File: config.mk
export PLATFORM = sky130hd
export DESIGN_NAME = router_fifo
export DESIGN_NICKNAME = d
export VERILOG_FILES = /design/src/rtl/router_fifo.sv
export SDC_FILE = /design/constraint.sdc
export NUM_CORES = 1
export LEC_CHECK = 0
export ABC_CLOCK_PERIOD_IN_PS = 3000
export CAP_MARGIN = 10
export CORE_MARGIN = 2
export CORE_UTILIZATION = 48
export CTS_BUF_LIST = sky130_fd_sc_hd__clkbuf_8
export DETAILED_ROUTE_END_ITERATION = 10
export PLACE_DENSITY = 0.71
export SYNTH_ARGS = -nofsm -noshare
export SYNTH_HDL_FRONTEND = slang
export SYNTH_SLANG_ARGS = --single-unit
export TNS_END_PERCENT = 1
File: constraint.sdc
create_clock -name clock -period 3 [get_ports clock]
set_input_delay 0.6 -clock clock [delete_from_list [all_inputs] [get_ports clock]]
set_output_delay 0.6 -clock clock [all_outputs]
set_load 0.05 [all_outputs]
File: src/rtl/router_fifo.sv
// rtl/router_fifo.sv - per-port packet buffer of the 1x3 router with header tagging and packet-length tracking
// Optional sticky error output err_flag is built when ROUTER_FIFO_ERR_FLAG_EN is defined.
module router_fifo #(
    parameter int DEPTH  = 16,
    parameter int ADDR_W = 4,
    parameter int DATA_W = 8
) (
    input  logic              clock,
    input  logic              resetn,
    input  logic              soft_reset,
    input  logic              write_enb,
    input  logic              read_enb,
    input  logic              lfd_state,
    input  logic [DATA_W-1:0] data_in,
    output logic [DATA_W-1:0] data_out,
    output logic              full,
    output logic              empty,
    output logic              pkt_busy
`ifdef ROUTER_FIFO_ERR_FLAG_EN
    ,
    output logic              err_flag
`endif
);

    localparam int CNT_W = 6;

    logic [DATA_W:0]   mem [DEPTH];
    logic [ADDR_W:0]   wr_ptr_q, wr_ptr_d;
    logic [ADDR_W:0]   rd_ptr_q, rd_ptr_d;
    logic [CNT_W-1:0]  count_q, count_d;
    logic [DATA_W-1:0] dout_q, dout_d;
    logic              busy_q;
    logic              wr_fire;
    logic              rd_fire;
    logic [DATA_W:0]   rd_word;

    assign empty   = (wr_ptr_q == rd_ptr_q);
    assign full    = (wr_ptr_q[ADDR_W] != rd_ptr_q[ADDR_W]) &&
                     (wr_ptr_q[ADDR_W-1:0] == rd_ptr_q[ADDR_W-1:0]);
    // full/empty are judged on the pre-edge pointers, so a write while full is
    // dropped even when a read frees a slot in the same cycle
    assign wr_fire = write_enb && !full  && !soft_reset;
    assign rd_fire = read_enb  && !empty && !soft_reset;
    assign rd_word = mem[rd_ptr_q[ADDR_W-1:0]];

    assign data_out = dout_q;
    assign pkt_busy = busy_q;

    always_comb begin
        wr_ptr_d = wr_ptr_q;
        rd_ptr_d = rd_ptr_q;
        count_d  = count_q;
        dout_d   = dout_q;
        if (soft_reset) begin
            wr_ptr_d = '0;
            rd_ptr_d = '0;
            count_d  = '0;
            dout_d   = '0;
        end else begin
            if (wr_fire) begin
                wr_ptr_d = wr_ptr_q + 1'b1;
            end
            if (rd_fire) begin
                rd_ptr_d = rd_ptr_q + 1'b1;
                dout_d   = rd_word[DATA_W-1:0];
                // header upper bits carry payload length; +1 accounts for the parity byte
                if (rd_word[DATA_W]) begin
                    count_d = rd_word[DATA_W-1 -: CNT_W] + 1'b1;
                end else if (count_q != '0) begin
                    count_d = count_q - 1'b1;
                end
            end else if (count_q == '0) begin
                dout_d = '0;
            end
        end
    end

    always_ff @(posedge clock or negedge resetn) begin
        if (!resetn) begin
            wr_ptr_q <= '0;
            rd_ptr_q <= '0;
            count_q  <= '0;
            dout_q   <= '0;
            busy_q   <= 1'b0;
        end else begin
            wr_ptr_q <= wr_ptr_d;
            rd_ptr_q <= rd_ptr_d;
            count_q  <= count_d;
            dout_q   <= dout_d;
            busy_q   <= (count_d != '0);
        end
    end

    // Storage is deliberately not cleared by either reset.
    always_ff @(posedge clock) begin
        if (wr_fire) begin
            mem[wr_ptr_q[ADDR_W-1:0]] <= {lfd_state, data_in};
        end
    end

`ifdef ROUTER_FIFO_ERR_FLAG_EN
    logic err_q;

    always_ff @(posedge clock or negedge resetn) begin
        if (!resetn) begin
            err_q <= 1'b0;
        end else if (soft_reset) begin
            err_q <= 1'b0;
        end else if ((write_enb && full) || (read_enb && empty && (count_q != '0))) begin
            err_q <= 1'b1;
        end
    end

    assign err_flag = err_q;
`endif

endmodule

==> results by group <==
Outcome
  • Outcome: finished, final reports clean

Clock tree
  • Clock Pin Slew Worst Setup and Hold Paths: 0.09 ns
  • CTS max path bufs: 2
  • H-tree depth: 4
  • Total clock sinks: between 150 and 200
  • Clk root buf: clkbuf_8
  • CTS buffer count: 17
  • Hold Buf Count CTS: 0
  • Clk Latency, worst-skew pair: 0.46 ns
  • CTS tree: built

Logic synthesis
  • XOR/XNOR share of the synthesized area: about 2.1%
  • Largest family of logic cells by synthesized area: multiplexers
  • Synth area leaders: edfxtp_1 (61%), dfrtp_1 (8.9%), mux4_2 (8.6%)
  • Ys async rst share: roughly 15%
  • Post-synth EDFFs: between 100 and 150
  • Yosys cell types: 45
  • Top_reg_cell synth: edfxtp_1
  • Post-Synthesis Cells: between 300 and 400
  • Leading area contributor after synthesis: edfxtp_1
  • Synth warn: 0
  • Synth Area in Simple Gates: ~6.4%
  • Cell area after synthesis: 7059 µm²
  • Mean area per synthesized cell: 17.69 µm²
  • Syn Nets: between 400 and 500
  • Mux cell area share after synthesis: between 10% and 20%
  • Seq/Total Area, Yosys: 70.12%
  • Adder-Cell Fraction of Synth Area: between 1 and 1.5%
  • Share of the synthesized area in the top cell type: 61.25%
  • Synth Area in Compound Gates: approximately 3.7%
  • Post-synthesis register bit count: roughly 170

Placement
  • HPWL after DPL: 9.851 mm
  • Post-place setup slack: -0.03896 ns
  • Number of I/O port buffers: 24
  • RePlAce Congestion: just over 0.8
  • Area post-placement: ~7900 µm²
  • Placed insts: roughly 630

STA
  • Worst Max-Slew Pin Slew: 0.5620 ns
  • Hold Slack: 0.5080 ns
  • Post-route minimum period: 2.967 ns
  • RSZ-0062 raised after global routing: true
  • Period utilisation layout: 98.91%
  • Achievable Freq: roughly 340 MHz
  • Fin. max-slew vios: 0
  • Clk_skew: ~0.011 ns
  • Final worst slack: between 0.03 and 0.04 ns
  • Endpoints failing setup: 0
  • Hold Vio Cnt, Final: 0
  • Relative slew slack: between 60 and 70%

Power
  • Pwr/cell area: between 600 and 700 nW/µm²
  • Worst IR Drop VDD: about 0.00036 V
  • Leakage: roughly 2.8 nW

Floorplanning
  • Die Footprint: around 16000 µm²
  • Core ar.: 14420 µm²
  • Site row count: 44
  • Starting Density: between 40% and 50%
  • DIE WIDTH: 125.3 µm
  • Die Ht: roughly 130 µm
  • IO Pins: 25

Worst setup path
  • Worst Setup Path Type: reg -> reg
  • Setup crit start kind: flip-flop
  • Crit path DAT: around 3.3 ns
  • RR Startpoint: rd_ptr_q[0]
  • Crit. End Element: flip-flop
  • Worst EP required: between 3 and 4 ns
  • Critical Path Start: rd_ptr_q[0]
  • Worst Path Max Fanout: 7

Finish
  • Layout Nets: roughly 490
  • Inserted Diodes: 0
  • Layout Utilization: around 58%
  • FILL cells: about 1100
  • Final cell count without fillers: 666
  • Area Growth Syn to Fin: 17.76%
  • Final instance area: approximately 8300 µm²
  • Area of the multi-input gates: between 1500 and 2000 µm²
  • Share of post-route cells with drive strength above 1: around a quarter
  • Reg area: approximately 5000 µm²

Route
  • WL/cell: ~23 µm
  • First DRT Iteration DRCs: approximately 320
  • Final ANT Viol Nets: 0
  • Total number of vias: slightly below 4000
  • Initial DRT Pass Iterations: 5
  • Routed vias/inst: 5.866
  • DRC Markers: 0
  • Routed Wire Length: roughly 15 mm

GRT
  • Largest net degree at the start of global routing: 26
  • Total track usage: approximately a fifth
  • First-pass GRT wire length: 23.38 mm
  • Remaining global-route overflow: 0
  • Initial antenna violation count: 0
  • Vias in the first global route: 3982

Hold path
  • Hold WC Path Type: in -> async

Run
  • Max Cap Violations: 0
worst paths after layout:
check / endpoint / slack [ns] / cells after the start
worst max-delay path: pkt_busy / 0.03 / 8
worst min-delay path: pkt_busy / 0.51 / 2
worst max register to register: pkt_busy / 0.03 / 8
worst min register to register: data_out[4] / 0.55 / 2
max in group asynchronous: rd_ptr_q[0] / 2.22 / 2
min in group clock: data_out[4] / 0.55 / 2
cell type report:
class                   count  area share (%)
clock buffers              17           2.815
clock inverters            15           1.415
inverters                  16          0.7225
multi-input cells         195           23.99
flip-flops and latches    169           59.56
well taps                 184           2.769
repair buffers             70           8.730
synthesized netlist by cell type (9+ instances only):
| library cell | count |
|---|---|
| a21oi_1 | 10 |
| and2_1 | 10 |
| clkbuf_1 | 13 |
| dfrtp_1 | 25 |
| edfxtp_1 | 144 |
| inv_1 | 16 |
| mux4_1 | 14 |
| mux4_2 | 27 |
| nand2_1 | 18 |
| nand3_1 | 9 |
| nor2_1 | 26 |
| xnor2_1 | 9 |
cells by family after synthesis:
logic type,count (synthesis)
AOI/OAI and AO/OA,39
xor gates and xnor gates,17
adders and majority gates,8
buffers and inverters,35
DFF,169
muxes,42
and+or+nand+nor,89
metal layers:
layer	GRT usage [%]	vias up	part of all wire [%]	wire length, µm
li1	-	1721	-	-
met1	27.52	2006	40	6139
met4	9.020	0	2.7	408
met3	4.964	25	7.2	1094
met5	0	-	0	0
met2	32.86	155	50	7640
sequential cells by signal (all words and copies together) (netlist names):
name,cells
mem,144
data_out,8
count_q,6
rd_ptr_q,5
wr_ptr_q,5
pkt_busy,1
cells in the final DEF (no fill, tap or decap), types with 2 or more instances in the layout:
| cell | count |
|---|---|
| buf_6 | 2 |
| clkinv_4 | 3 |
| mux4_1 | 7 |
| clkdlybuf4s50_1 | 22 |
| inv_1 | 15 |
| a22oi_1 | 2 |
| nand3_1 | 9 |
| dfrtp_1 | 24 |
| nor4_2 | 5 |
| clkinvlp_4 | 3 |
| nand2_1 | 18 |
| a21oi_1 | 10 |
| nor3b_1 | 3 |
| a22o_1 | 5 |
| nor2b_1 | 2 |
| ha_1 | 7 |
| o21ai_0 | 8 |
| buf_4 | 35 |
| clkbuf_8 | 17 |
| mux4_2 | 34 |
| a31oi_1 | 3 |
| nand4_1 | 4 |
| inv_2 | 2 |
| buf_12 | 11 |
| edfxtp_1 | 144 |
| and2_1 | 10 |
| xor2_1 | 8 |
| xnor2_1 | 8 |
| clkinv_2 | 2 |
| nor4_1 | 2 |
| a32oi_1 | 2 |
| inv_6 | 5 |
| nor2_1 | 25 |
| nor4b_1 | 2 |
report_power, final:
group          switching (mW)  internal, mW  total, mW
clock network           0.850         0.586       1.44
logic                   0.626         0.591       1.22
registers              0.0555          2.61       2.66
total                    1.53          3.79       5.32
worst max-delay path, stage by stage (launching register included):
cell and delay, ns:
dfrtp_2 0.51, buf_12 0.17, mux4_1 0.55, mux4_2 0.52, buf_4 0.17, nor3b_1 0.14
xor2_1 0.14, o21ai_0 0.12, or4_1 0.54
repair_timing:
item / CTS / global route
pin swaps: 1 / 7
endpoints found under the setup margin: 1 / 6
buffers inserted: 1 / 6
resized for setup: 6 / 12
stage by stage:
step / total power, mW / TNS [ns]
floorplan: 3.456 / 0
global placement: 3.822 / 0
detailed placement: 3.841 / -0.03896
CTS: 5.285 / 0
global route: 5.552 / -0.1133
finish: 5.318 / 0
Power figures use the tool's default switching activity.
